`src/rtl/write_buffer.sv`:
```
// In-order store buffer between the MEM stage and the AXI write adapter.
// Define WRITE_BUFFER_FWD_EN to compare loads word-wise against every queued entry.
module write_buffer #(
   parameter int DEPTH = 4
) (
   input  logic        clk,
   input  logic        reset,
   input  logic        mem_we,
   input  logic [31:0] mem_addr,
   input  logic [31:0] mem_data,
   input  logic [3:0]  mem_sel,
   output logic        stall_req,
   input  logic [31:0] ld_addr,
   output logic        ld_conflict,
   output logic        we,
   output logic [31:0] address,
   output logic [31:0] data,
   output logic [3:0]  select,
   input  logic        write_done,
   output logic        empty,
   output logic        full
);

   localparam int PW = $clog2(DEPTH);
   localparam logic [PW:0] FULL_CNT = (PW+1)'(DEPTH);

   typedef enum logic [1:0] {S_IDLE, S_ISSUE, S_WAIT} state_t;

   state_t        r_state;
   state_t        w_state_nxt;
   logic [PW-1:0] r_wr_ptr;
   logic [PW-1:0] r_rd_ptr;
   logic [PW:0]   r_count;
   logic [31:0]   r_addr [DEPTH];
   logic [31:0]   r_data [DEPTH];
   logic [3:0]    r_sel  [DEPTH];
   logic          w_push;
   logic          w_pop;
   logic          w_unused_ld;

   assign full      = (r_count == FULL_CNT);
   assign empty     = (r_count == '0);
   assign stall_req = mem_we && full;
   // A store arriving while full waits even if a pop lands on the same edge.
   assign w_push    = mem_we && !full;

   assign address = r_addr[r_rd_ptr];
   assign data    = r_data[r_rd_ptr];
   assign select  = r_sel[r_rd_ptr];

   always_comb begin
      w_state_nxt = r_state;
      w_pop       = 1'b0;
      we          = 1'b0;
      case (r_state)
         S_IDLE:  if (r_count != '0) w_state_nxt = S_ISSUE;
         S_ISSUE: begin
            we          = 1'b1;
            w_state_nxt = S_WAIT;
         end
         S_WAIT:  if (write_done) begin
            w_pop       = 1'b1;
            w_state_nxt = S_IDLE;
         end
         default: w_state_nxt = S_IDLE;
      endcase
   end

   always_ff @(posedge clk) begin
      if (reset) begin
         r_state  <= S_IDLE;
         r_wr_ptr <= '0;
         r_rd_ptr <= '0;
         r_count  <= '0;
      end else begin
         r_state <= w_state_nxt;
         if (w_push) r_wr_ptr <= r_wr_ptr + 1'b1;
         if (w_pop)  r_rd_ptr <= r_rd_ptr + 1'b1;
         case ({w_push, w_pop})
            2'b10:   r_count <= r_count + 1'b1;
            2'b01:   r_count <= r_count - 1'b1;
            default: r_count <= r_count;
         endcase
      end
   end

   always_ff @(posedge clk) begin
      if (w_push) begin
         r_addr[r_wr_ptr] <= mem_addr;
         r_data[r_wr_ptr] <= mem_data;
         r_sel[r_wr_ptr]  <= mem_sel;
      end
   end

`ifdef WRITE_BUFFER_FWD_EN
   logic          w_hit;
   logic [PW-1:0] w_off;

   // An entry is live when its distance from the head is below the count.
   always_comb begin
      w_hit = 1'b0;
      w_off = '0;
      for (int i = 0; i < DEPTH; i++) begin
         w_off = PW'(i) - r_rd_ptr;
         if (({1'b0, w_off} < r_count) && (r_addr[i][31:2] == ld_addr[31:2]))
            w_hit = 1'b1;
      end
   end

   assign ld_conflict = w_hit;
   assign w_unused_ld = ^ld_addr[1:0];
`else
   assign ld_conflict = !empty;
   assign w_unused_ld = ^ld_addr;
`endif

endmodule

```
`config.mk`:
```
export PLATFORM = sky130hd
export DESIGN_NAME = write_buffer
export DESIGN_NICKNAME = d
export VERILOG_FILES = /design/src/rtl/write_buffer.sv
export SDC_FILE = /design/constraint.sdc
export NUM_CORES = 1
export LEC_CHECK = 0
export BUFFER_PORTS_ARGS = -buffer_cell sky130_fd_sc_hd__buf_2
export CAP_MARGIN = 40
export CELL_PAD_IN_SITES_DETAIL_PLACEMENT = 1
export CELL_PAD_IN_SITES_GLOBAL_PLACEMENT = 2
export CORE_MARGIN = 1.5
export CORE_UTILIZATION = 45
export DETAILED_ROUTE_END_ITERATION = 8
export PLACE_DENSITY = 0.8
export SLEW_MARGIN = 20
export SYNTH_ARGS = -nofsm -noshare
export SYNTH_HDL_FRONTEND = slang
export SYNTH_SLANG_ARGS = --single-unit
```
`constraint.sdc`:
```
create_clock -name clk -period 4.2 [get_ports clk]
set_input_delay 0.63 -clock clk [delete_from_list [all_inputs] [get_ports clk]]
set_output_delay 0.63 -clock clk [all_outputs]
set_load 0.005 [all_outputs]
```
Word-level counts from Yosys, hierarchy flattened
Memory sizes are Yosys's and may differ from the RTL's. A register that Yosys moved wholly into a read port is not among the register bits.
Cells that the tools add are included.
{"block": "word_totals", "out_inout_bits": 73, "input_bits": 104, "ramBits": 272, "memories": 3, "ff_bits": 9, "elab_cells": 42}
{"name": "r_addr", "depth": 4, "width": 32, "read_ports": 1, "rd_clocked_by_memory_dff": 1, "write_ports": 1, "line": "34", "text": "logic [31:0] r_addr [DEPTH];"}
{"name": "r_data", "depth": 4, "width": 32, "read_ports": 1, "rd_clocked_by_memory_dff": 1, "write_ports": 1, "line": "35", "text": "logic [31:0] r_data [DEPTH];"}
{"name": "r_sel", "depth": 4, "width": 4, "read_ports": 1, "rd_clocked_by_memory_dff": 1, "write_ports": 1, "line": "36", "text": "logic [3:0] r_sel [DEPTH];"}
{"block": "classes", "add_sub_neg": 4, "muxes": 15, "n_eq_ne": 7, "n_reduce_logical": 9}
{"op": "$mux W2", "n": 8}
{"op": "$pmux W2 S3", "n": 1}
{"op": "$pmux W3 S2", "n": 1}
{"op": "$mux W1", "n": 5}
{"op": "$add A2 B1 Y2 const B", "n": 2}
{"op": "$eq A2 B1 Y1 const B", "n": 2}
{"op": "$eq A2 B2 Y1 const B", "n": 2}
{"op": "$ne A2 B2 Y1 const B", "n": 2}
{"op": "$add A3 B1 Y3 const B", "n": 1}
{"op": "$eq A3 B3 Y1 const B", "n": 1}
{"op": "$logic_not A3 Y1", "n": 1}
{"op": "$reduce_bool A3 Y1", "n": 1}
{"op": "$sub A3 B1 Y3 const B", "n": 1}
{"op": "$logic_and A1 B1 Y1", "n": 2}
{"op": "$logic_not A1 Y1", "n": 2}
{"op": "$logic_not A2 Y1", "n": 1}
{"op": "$reduce_and A2 Y1", "n": 1}
{"op": "$reduce_bool A2 Y1", "n": 1}

Longest topological paths before layout
{"block": "logic_depth", "word_depth": 5, "ltp_mapped": 9, "depth_no_buf": 9}

Worst setup path before layout
Ideal clock, no wire load.
{"block": "synth_timing", "path_kind": "input to register", "from": "input port mem_we", "to": "memory r_addr[0][0], enable pin", "arrival_time_ns": 2.553, "t_required_ns": 3.767, "stages": 3, "path_slack_ns": 1.213, "path_buffers": 0, "cell_sequence": "inv_1 -> nor2_1 -> and2_1"}
{"block": "synth_between", "elab_chain_len": 3}
{"element": "start: declaration", "line": "8", "text": "input logic mem_we,"}
{"element": "$logic_and A1 B1 Y1", "line": "45", "text": "assign w_push = mem_we && !full;"}
{"element": "$mux W1", "line": "88", "text": "if (w_push) begin"}
{"element": "$mux W1 (implied by the code)", "line": "89", "text": "r_addr[r_wr_ptr] <= mem_addr;"}
{"element": "end: declaration", "line": "34"}
No other way between the ends.

==> flow_summary.yaml <==
run_status:
  status: "completed"
job:
  drv_cap: 0
yosys:
  yosysWarnings: 0
  synth_nets: 527
  synth_common_cells: "edfxtp_1 (272), mux4_2 (68), dfxtp_1 (11)"
  yosys.area.top_type: "edfxtp_1"
  synth_area_leaders: "edfxtp_1 (79%), mux4_2 (15%), dfxtp_1 (2.1%)"
  async_flop_share_pct: 0
  synth.avg_cell_area_um2: 24.9
  synth_flop_cell: "edfxtp_1"
  synth_cell_types: 26
  netlist_instances: 417
  netlist_area_um2: 10400
  yosysMostFrequentCell: "edfxtp_1"
  synth-edff-count: 272
  synth-seq-cells: 283
  yosys.area.top_type_share_pct: 78.7
  synth-seq-area-share_pct: 80.8
worst_setup_path:
  r2r_setup_slack_ps: 1710
  cpMaxStageDelayCell: "dfxtp_4"
  cp.required_ps: 3570
  crit_type: "reg2out"
  cp-start-kind: "flop"
  worstPathCellList: "buf_4, mux4_2, buf_2"
  end_kind: "output port"
  worstPathArrival_ps: 2530
  cp_max_fo: 30
  crit_path_max_incr_delay_ps: 770
sta:
  finClkSkew_ps: 12.3
  period_share_pct: 75.2
  layout_min_cycle_time_ps: 3160
  grt_setup_unrepaired: "false"
  slew-limit-headroom_pct: 55.4
  setup_tns_ps: 0
  tightest_slew_ps: 669
  final-setup-viol-count: 0
  holdWs_ps: 307
  slew_viol_final: 0
  timing.final.ws_setup_ps: 1040
  timing.final.hold_violations: 0
  clock.fmax_ghz: 0.317
final_layout:
  area_growth_pct: 19.3
  nFillCells: 1975
  finalNetCount: 693
  drive_above_1_share_pct: 43.6
global_route:
  antenna_found_initial: 4
  grt.overflow.total: 0
  grt_pass1_vias: 5344
  grt_max_degree: 46
  grt_usage_pct: 17.0
  grt_pass1_wl_mm: 31.0
detailed_routing:
  detail-route-antenna-nets: 0
  drtPass1Iterations: 4
  wl_per_cell_um: 22.3
  viasPerCell: 5.27
  wirelength_mm: 20.0
  drt-initial-drc-count: 277
  drc: 0
  vias: 4708
floorplan:
  core_area_um2: 22600
  die_x_um: 155
  rows: 55
  fp.dieArea_um2: 24000
  top_level_ports: 177
  start_util_pct: 45.9
  die_h_um: 155
place:
  gp_congestion: 0.687
  detailed_place_hpwl_mm: 12.4
  pre_cts_ws_ps: 1500
  io_buffers: 144
clocking:
  cts_made_buffers: 29
  cts.repair.resized: 0
  cts_root_buffer: "clkbuf_16"
  clkTransAtPathRegs_ps: 60
  clkLatencyLatePin_ps: 530
  cts_tree: "yes"
  clock_sinks: 283
  cts_setup_buffers: 0
  cts_hold_buffers: 0
  clk_path_buf_depth: 3
  h-tree-depth: 1
power_and_ir_drop:
  ir_worst_vdd_mv: 0.351
  leakagePower_nw: 4.15
  power.density_nw_per_um2: 495
worst_hold_path:
  hold_class: "in2reg"
-- registers in the layout, summed over array words and instances, names as in the netlist, named ones only --
name / flops
r_sel: 16
r_data: 128
r_addr: 128
r_rd_ptr: 2
r_state: 2
r_wr_ptr: 2
r_count: 3
-- cells by family after synthesis --
group                      Yosys count  synth area share, %
DFF                                283                 80.8
muxes                               69                 14.8
buffers and inverters               25                 1.64
and+or+nand+nor                     25                 1.35
adders and majority gates            6                0.795
AOI/OAI and AO/OA                    5                0.241
xor gates and xnor gates             4                0.337
-- placed cells by master (no fill, tap or decap), types with 2 or more instances in the layout --
master / count
bufinv_16: 2
buf_16: 2
buf_12: 3
mux4_2: 68
nand2b_1: 2
clkbuf_1: 13
or3_1: 2
edfxtp_1: 272
nor3b_1: 2
and2_4: 4
xor2_1: 3
a21oi_1: 3
clkbuf_8: 2
inv_1: 8
clkinv_2: 3
dfxtp_4: 2
clkinv_1: 3
buf_4: 3
buf_2: 144
diode_2: 3
dfxtp_1: 9
ha_1: 5
nor2_1: 9
clkbuf_16: 29
o21ai_0: 2
-- layout make-up --
type,instances,area [um^2],area share (%)
Multi-Input combinational cell,109,1830,14.8
Clock inverter,10,103,0.828
Antenna cell,3,7.51,0.0606
Sequential cell,283,8400,67.8
Timing Repair Buffer,152,858,6.93
Tap cell,285,357,2.88
Clock buffer,44,802,6.47
Inverter,8,30.0,0.242
-- stage by stage --
stage                     power [mW]  std cells  area, um^2  utilization [%]
final                           6.13        894       12400             54.7
after global routing            6.33        892       12400             54.7
after global placement          3.73        832       11400             50.2
after floorplan                 3.56        417       10400                -
after CTS                       6.20        891       12400             54.7
after detailed placement        3.77        837       11500             50.7
-- worst paths after layout --
path          startpoint            to  cells past startpoint
max                 flop   address[27]                      3
min          mem_addr[3]  r_addr[0][3]                      1
max reg2reg   r_count[2]    r_count[2]                      9
min reg2reg   r_state[0]    r_state[0]                      1
-- power breakdown --
| group | leakage [nW] | internal [mW] | total [mW] | switching, mW |
|---|---|---|---|---|
| combinational | 1.13 | 0.207 | 0.421 | 0.214 |
| sequential | 2.59 | 3.23 | 3.28 | 0.0494 |
| clock | 0.436 | 1.43 | 2.43 | 0.994 |
-- per-layer routing --
layer,vias up,wire [um],GRT usage [%]
met2,126,10200,29.3
met5,-,27,0
met3,30,953,3.40
met1,2448,8340,22.4
li1,2100,-,-
met4,4,455,4.62
-- critical path: cells and delay by family (launching register included) --
family	cells	cell delay, ps
flip-flops	1	770
multiplexers	1	580
buffers and inverters	2	620
Power figures use the tool's default switching activity.
